[src/rtl/conversor_pkg.sv]
// Shared types and 7-segment patterns for the binary-to-two-digit display path.
package conversor_pkg;

  typedef logic [6:0] seg7_t;   // {g,f,e,d,c,b,a}, active-low

  localparam int NUM_DIG = 2;   // lane 0 = tens, lane 1 = units
  localparam int DIG_W   = 4;

  localparam seg7_t SEG_BLANK = 7'b1111111;

  localparam seg7_t SEG_DIGIT [0:9] = '{
    7'b1000000,  // 0
    7'b1111001,  // 1
    7'b0100100,  // 2
    7'b0110000,  // 3
    7'b0011001,  // 4
    7'b0010010,  // 5
    7'b0000010,  // 6
    7'b1111000,  // 7
    7'b0000000,  // 8
    7'b0011000   // 9 (segment d off)
  };

endpackage

[src/rtl/seg7_decoder.sv]
// Combinational BCD digit to active-low 7-segment decoder with blanking.
module seg7_decoder
  import conversor_pkg::*;
(
  input  logic [DIG_W-1:0] digit,
  input  logic             blank,
  output seg7_t            seg
);

  // Codes above 9 cannot arrive from the splitter; they still decode to blank.
  always_comb begin
    seg = SEG_BLANK;
    if (!blank && digit <= 4'd9)
      seg = SEG_DIGIT[digit];
  end

endmodule

[src/rtl/conversor_bdc.sv]
// 4-bit switch value -> tens/units 7-segment patterns, registered once.
module conversor_bdc
  import conversor_pkg::*;
#(
  parameter bit SEG_ACTIVE_LOW = 1'b1
) (
  input  logic        clk,
  input  logic        rst,
  input  logic [3:0]  switches,
  output logic [13:0] display
);

  // Flipping every bit turns the active-low patterns into active-high ones.
  localparam logic [13:0] INV_MASK   = SEG_ACTIVE_LOW ? 14'h0000 : 14'h3fff;
  localparam logic [13:0] DISP_BLANK = {SEG_BLANK, SEG_BLANK} ^ INV_MASK;

  logic                           ge10;
  logic [NUM_DIG-1:0][DIG_W-1:0]  dig;
  logic [NUM_DIG-1:0]             blk;
  seg7_t [NUM_DIG-1:0]            seg;
  logic [13:0]                    disp_d;

  // Compare-and-subtract-10 split; a 4-bit value has at most one ten.
  always_comb begin
    ge10   = (switches >= 4'd10);
    dig[1] = ge10 ? (switches - 4'd10) : switches;
    blk[1] = 1'b0;
    dig[0] = {3'b000, ge10};
    blk[0] = ~ge10;  // leading zero suppressed
  end

  genvar g;
  generate
    for (g = 0; g < NUM_DIG; g++) begin : g_dig
      seg7_decoder u_dec (
        .digit (dig[g]),
        .blank (blk[g]),
        .seg   (seg[g])
      );
    end
  endgenerate

  // seg[1] (units) lands in display[13:7], seg[0] (tens) in display[6:0].
  assign disp_d = seg ^ INV_MASK;

  // Output register; reset wins over the sampled switches.
  always_ff @(posedge clk) begin
    if (rst) display <= DISP_BLANK;
    else     display <= disp_d;
  end

endmodule

[config.mk]
export PLATFORM = sky130hd
export DESIGN_NAME = conversor_bdc
export DESIGN_NICKNAME = d
export VERILOG_FILES = /design/src/rtl/conversor_pkg.sv /design/src/rtl/seg7_decoder.sv /design/src/rtl/conversor_bdc.sv
export SDC_FILE = /design/constraint.sdc
export NUM_CORES = 1
export LEC_CHECK = 0
export ABC_AREA = 1
export CAP_MARGIN = 25
export CORE_MARGIN = 1
export CORE_UTILIZATION = 35
export CTS_BUF_LIST = sky130_fd_sc_hd__clkbuf_4 sky130_fd_sc_hd__clkbuf_8 sky130_fd_sc_hd__clkbuf_16
export DETAILED_ROUTE_END_ITERATION = 16
export GPL_TIMING_DRIVEN = 0
export PLACE_DENSITY = 0.56
export SLEW_MARGIN = 25
export SYNTH_ARGS = -nofsm -noshare
export SYNTH_HDL_FRONTEND = slang
export SYNTH_HIERARCHICAL = 1
export SYNTH_SLANG_ARGS = --single-unit
[constraint.sdc]
create_clock -name clk -period 3.91 [get_ports clk]
set_clock_uncertainty 0.15 [all_clocks]
set_input_delay 0.782 -clock clk [delete_from_list [all_inputs] [get_ports clk]]
set_output_delay 0.782 -clock clk [all_outputs]
set_load 0.01 [all_outputs]
## After elaboration in Yosys (flattened, before gate mapping)

Memory sizes are Yosys's and may differ from the RTL's. A register that Yosys moved wholly into a read port is not among the register bits.
Cells that the tools add are included.

| word-level totals | value |
|---|---|
| output and inout port bits | 14 |
| memories | 2 |
| memory bits (read-only) | 224 |
| input port bits | 6 |
| register bits | 0 |

| operators by class | value |
|---|---|
| mux-type cells | 1 |
| reduce and logical (&&, ||, !) cells | 3 |
| order comparisons | 3 |
| bitwise logic cells | 4 |
| $add $sub $neg | 1 |

Memory list:

| memory | words | width | rd ports | clocked after memory_dff | write ports | RTL line | text |
|---|---|---|---|---|---|---|---|
| (name not given) | 16 | 7 | 1 | 1 | 0 | seg7_decoder.sv:14 | `seg = SEG_DIGIT[digit];` |
| (name not given) | 16 | 7 | 1 | 1 | 0 | seg7_decoder.sv:14 |  |

Operators by type and width:

| cell | number |
|---|---|
| $not 1->5 | 1 |
| $not 4->5 | 1 |
| $ge 4x4->1 const B | 1 |
| $le 1x4->1 const B | 1 |
| $le 4x4->1 const B | 1 |
| $mux 4 | 1 |
| $reduce_or 2->1 | 2 |
| $sub 4x4->4 const B | 1 |
| $not 1->1 | 2 |
| $logic_and 1x1->1 | 1 |

## Longest topological paths before layout

| logic depth | value |
|---|---|
| depth after elaboration | 5 |
| gate-level depth with buffers | 12 |
| gate-level depth less buffers | 12 |

## Hierarchy

The synthesis kept the hierarchy.

By module, submodules not included:

| module | cells each | times used | area each (um2) | sequential area each (um2) |
|---|---|---|---|---|
| conversor_bdc | 44 | 1 | 456.7 | 280.3 |
| seg7_decoder | 37 | 2 | 210.2 | 0.0 |

## Worst setup path after synthesis

No wires, ideal clock.

| timing path | value |
|---|---|
| path type | input -> register |
| start point | input port switches[1] |
| end point | register display[10] |
| buffers on the path | 0 |
| library setup time | 120 ps |
| path slack | 1675 ps |
| cell stages on the path | 8 |
| arrival time | 1965 ps |
| cell sequence | inv_1 o21ai_0 inv_1 ha_1 nand2_1 a21boi_1 nand2_1 or2_1 |

RTL lines:

| what | RTL line | text |
|---|---|---|
| start: declaration | conversor_bdc.sv:9 | `input logic [3:0] switches,` |
| end: declaration | conversor_bdc.sv:10 | `output logic [13:0] display` |

==> metrics.md <==
| Metric | Value |
|---|---|
| Internal power | 0.248 mW |
| Die Height | 52.1 um |
| Die width | 52.1 um |
| Fin nets | 170 |
| Worst path slowest cell | clkdlybuf4s50_1 |
| Total CTS buffers | 3 |
| Ranking of synthesized cells by area | dfxtp_1 (32%), ha_1 (16%), nand2_1 (13%) |
| Final-report max-slew violation count | 0 |
| Wirelength per Cell | 7.58 um |
| Fin. Hold Viols | 0 |
| Fin Setup TNS | 0 ns |
| Initial DRC Count | 7 |
| Comb pwr share | 25.6% |
| Placer Congestion | 0.802 |
| Most flops, register | display |
| Ys async rst share | 0% |
| Synth Area in Compound Gates | 8.13% |
| Ports | 20 |
| Syn Std Cell Area | 877 um^2 |
| Final worst path period need | 2.74 ns |
| Total GRT Usage | 11.7% |
| Multi-input logic area | 556 um^2 |
| Core area | 2300 um^2 |
| Required time of the critical path | 3.92 ns |
| Leak Pwr | 0.560 nW |
| N_diodes | 0 |
| Clock Power Share | 29.2% |
| Syn_area_per_cell | 7.43 um^2 |
| Sequential share of power | 45.2% |
| Yosys cell types | 15 |
| Simple-Gate Fraction of Synth Area | 34.4% |
| CP peak stage delay | 0.49 ns |
| Fill count | 255 |
| CTS tree | done |
| Post-synth top flop | dfxtp_1 |
| Number of global-route vias before repair | 626 |
| Area leader, netlist | dfxtp_1 |
| Largest family of logic cells by synthesized area | simple AND/OR/NAND/NOR gates |
| Gate Count Post-Synth | 118 |
| CP cell instances | clkdlybuf4s50_1 > inv_1 > o21ai_0 > inv_1 > ha_1 > nand2_1 > a21boi_1 > nand2_1 > or2_1 |
| Number of I/O port buffers | 19 |
| Post-CTS sizing | 0 |
| Inst Count DP | 176 |
| Unrepaired setup endpoints after global routing | no |
| Setup violations, final | 0 |
| Vias per cell | 4.02 |
| WP data arrival | 2.76 ns |
| Clock Sinks | 14 |
| Max Cap Violations | 0 |
| Synth warn | 6 |
| FMAX | 364 MHz |
| Xor/xnor share of the synthesized area | 0% |
| Worst setup EP type | register |
| Die ar. | 2710 um^2 |
| Post-synth top area share | 32.0% |
| Dpl hpwl | 1170 um |
| Switching pwr | 0.0891 mW |
| Critical path type | in2reg |
| Post-CTS Setup Bufs | 0 |
| Pre-antenna DRT Iters | 4 |
| Worst min path class | in2reg |
| Register area | 280 um^2 |
| Largest net degree at the start of global routing | 11 |
| Flops & latches, synth | 14 |
| Startpoint Class | input pin |
| Status | finished clean |
| Largest registers | display x14 |
| Number of synthesized flops with an enable pin | 0 |
| CTS root buf | clkbuf_4 |
| DRC violations left | 0 |
| Gr ovfl total | 0 |
| PwrDens | 285 nW/um^2 |
| Largest register FFs | 14 |
| Antenna violations before repair | 0 |
| Register clock-pin slew on the reported worst setup and hold paths | 0.07 ns |
| Worst Max-Slew Pin Slew | 0.526 ns |
| Seq/Total Area, Yosys | 32.0% |
| Slew HR | 64.5% |
| Initial Util | 38.2% |
| P&R area growth vs syn | 34.5% |
| # rows | 17 |
| Peak supply drop | 0.165 mV |
| H-tree levels | 1 |
| Crit Path Max Fanout | 4 |
| Vias | 723 |
| Adder-Cell Fraction of Synth Area | 15.7% |
| Global-route wire length before repair | 2440 um |
| Routed Antenna Nets | 0 |
| Switching Fraction | 26.5% |
| Post-synthesis mux area share | 0% |
| Max clock buf depth | 2 |
| Fin crit share | 70.2% |
| Final wirelength | 1360 um |
| Hold-fix buffers at CTS | 0 |
| Share of layout cells above drive strength 1 | 12.5% |
| Layout Cells excl Fill | 180 |
## kinds of logic after synthesis
logic type,after synthesis
DFF,14
and+or+nand+nor,61
buffers and inverters,20
AOI/OAI and AO/OA,11
adders and majority gates,11
other,1
## final cells by class
type	count	share of cell area, %
multi-input combinational	95	47.1
clock buffer	4	3.08
sequential	14	23.8
buffer	1	0.954
timing repair buffer	19	16.1
tap	28	2.97
inverter	19	6.04
## worst max-delay path, delay by kind of cell
kind / cells / cell delay (ns)
AOI/OAI and AO/OA: 2 / 0.61
adders and majority gates: 1 / 0.31
buffers and inverters: 3 / 0.74
and+or+nand+nor: 3 / 0.31
## path summary, 6_finish.rpt
check     endpoint  cells after the start   startpoint  slack (ns)
max    display[10]                      9  switches[1]        1.17
min     display[9]                      2          rst        1.06
## metal layers
| metal | up-vias | global-route usage (%) | routed length, um |
|---|---|---|---|
| li1 | 417 | - | - |
| met1 | 288 | 14.9 | 733 |
| met2 | 16 | 19.2 | 561 |
| met3 | 2 | 0.877 | 57 |
| met4 | 0 | 6.76 | 12 |
| met5 | - | 0 | 0 |
## per-stage QoR
| step | setup slack (ns) | util, % | instance area, um^2 | power (mW) | hold WS [ns] |
|---|---|---|---|---|---|
| after floorplan | 1.67 | - | 918 | 0.211 | 0.732 |
| after global placement | 0.937 | 49.8 | 1140 | 0.240 | 1.33 |
| after detailed placement | 0.908 | 49.8 | 1140 | 0.242 | 1.33 |
| after CTS | 1.20 | 51.4 | 1180 | 0.341 | 1.05 |
| after global routing | 1.08 | 51.4 | 1180 | 0.360 | 1.07 |
| final | 1.17 | 51.4 | 1180 | 0.337 | 1.06 |
## power groups by stage
stage                     Combinational [mW]  Clock (mW)  Sequential (mW)
final                                 0.0862      0.0983            0.152
after global routing                   0.101       0.106            0.153
after floorplan                       0.0502           0            0.160
after CTS                             0.0862       0.103            0.152
after detailed placement              0.0860           0            0.156
after global placement                0.0847           0            0.156
## Yosys cell counts, types with 2 or more instances
| cell | instances |
|---|---|
| dfxtp_1 | 14 |
| o211ai_1 | 2 |
| nand3_1 | 8 |
| a21boi_1 | 3 |
| nand3_2 | 2 |
| or2_1 | 16 |
| ha_1 | 11 |
| o21ai_0 | 5 |
| nand2_1 | 31 |
| inv_1 | 12 |
| inv_2 | 7 |
| nand2_2 | 4 |
## placed cells by master (no fill, tap or decap), types with 5 or more instances in the layout
master           Yosys  final
inv_2                7      7
inv_1               12     12
or2_1               16     16
o21ai_0              5      5
nand3_1              8      8
ha_1                11     11
conb_1               1     12
nand2_1             31     31
clkdlybuf4s50_1      0     19
dfxtp_1             14     14
Power figures use the tool's default switching activity.
==> edit (config.mk and constraints unchanged) <==
`SEG_ACTIVE_LOW`: 1'b1 -> 1'b0.
--- a/src/rtl/conversor_bdc.sv
+++ b/src/rtl/conversor_bdc.sv
@@ -2,7 +2,7 @@
 module conversor_bdc
   import conversor_pkg::*;
 #(
-  parameter bit SEG_ACTIVE_LOW = 1'b1
+  parameter bit SEG_ACTIVE_LOW = 1'b0
 ) (
   input  logic        clk,
   input  logic        rst,
Behaviour: not the same (Yosys sat finds a counterexample within 4 cycles, from zero or initial values and one cycle with rst high).
==> edit against the unedited design <==
  * First-iteration DRC count rose to 3.0 times the old value
  * Sequential cell count did not move
  * Worst setup slack improved by 0.23 ns
  * Non-clock buffer count did not move
  * Wire length rose by 1.7%
  * Design area fell by 3.1%
  * Power rose by 0.11%
  * Cell count did not move
  * Area after synthesis fell by 4.1%
  * Critical path depth did not move
  * Sequential power barely moved
  * Largest cell class unchanged
  * Highest routed layer unchanged
==> edit: results (changes against the unedited design) <==
metric;value;unit;change
internal power;246;uW;-0.67%
drt first-iter violations;21;;+14
wl on met1;667;um;-9.0%
metal3 WL;80;um;+40%
GPL Wtd Cong;0.791;;-1.5%
DP Area;1110;um2;-3.2%
status;finished clean;;
post-place setup slack;1.11;ns;+0.202 ns
Distinct cells, synth;16;;+1
met1 Use GR;0.157;;+0.00816
combinational fraction of design power;0.257;;about the same
first-pass GRT wire length;2590;um;+6.2%
Compound-Gate Fraction of Synth Area;0.0848;;+0.00351
met3 global-route usage;0.0268;;+0.0180
met2 Usage GRT;0.217;;+0.0248
routed len/inst;7.71;um;+1.7%
Tot Pwr;337;uW;+0.11%
Post-Synth Adder-Cell Area;0.164;;+0.00677
fillcell total;236;;-7.5%
Total GRT Usage;0.129;;+0.0117
met2 WL;618;um;+10%
Seq/Total Area, Yosys;0.333;;+0.0138
largest cells by area after synthesis;dfxtp_1 (33%), ha_1 (16%), nand2_1 (13%), nor2_1 (6.3%), inv_1 (5.4%);;
DP HPWL;1210;um;+3.2%
most frequent cells after synthesis;nand2_1 (30), dfxtp_1 (14), nor2_1 (14);;
DRT Pass-1 Iters;5;;+1
Leakage;0.555;nW;-0.97%
clk pwr;98.2;uW;about the same
vias in the first global route;666;;+6.4%
share of post-route cells with drive strength above 1;0.132;;+0.00658
Slowest-stage cell, CP;clkdlybuf4s50_1;;
Syn Area/Cell;7.13;um2;-4.1%
final hold slack;0.986;ns;-0.0720 ns
Hold Path End;display[8];;
-- edit: cell count changes in the layout (fill, tap and decap cells not counted), sizes merged --
cell / before / now
nor2: 0 / 14
or2: 16 / 2
-- edit: worst max-delay path by stage --
stage | from | to | slack, ns | cells after the start
finish | switches[1] | display[10] | 1.40 | 9
global route | switches[1] | display[10] | 1.24 | 9
CTS | switches[1] | display[10] | 1.39 | 9
detailed placement | switches[1] | display[10] | 1.11 | 11
global placement | switches[1] | display[10] | 1.11 | 9
floorplan | switches[1] | display[10] | 1.81 | 10
-- edit: area by class of cell --
cell class / count / area (um2) / area share
buffer: 1 / 7.51 / 0.00656
clock buffer: 4 / 36.3 / 0.0317
inverter: 19 / 71.3 / 0.0624
multi-input combinational: 95 / 523 / 0.457
sequential: 14 / 280 / 0.245
tap: 28 / 35.0 / 0.0306
timing repair buffer: 19 / 190 / 0.166
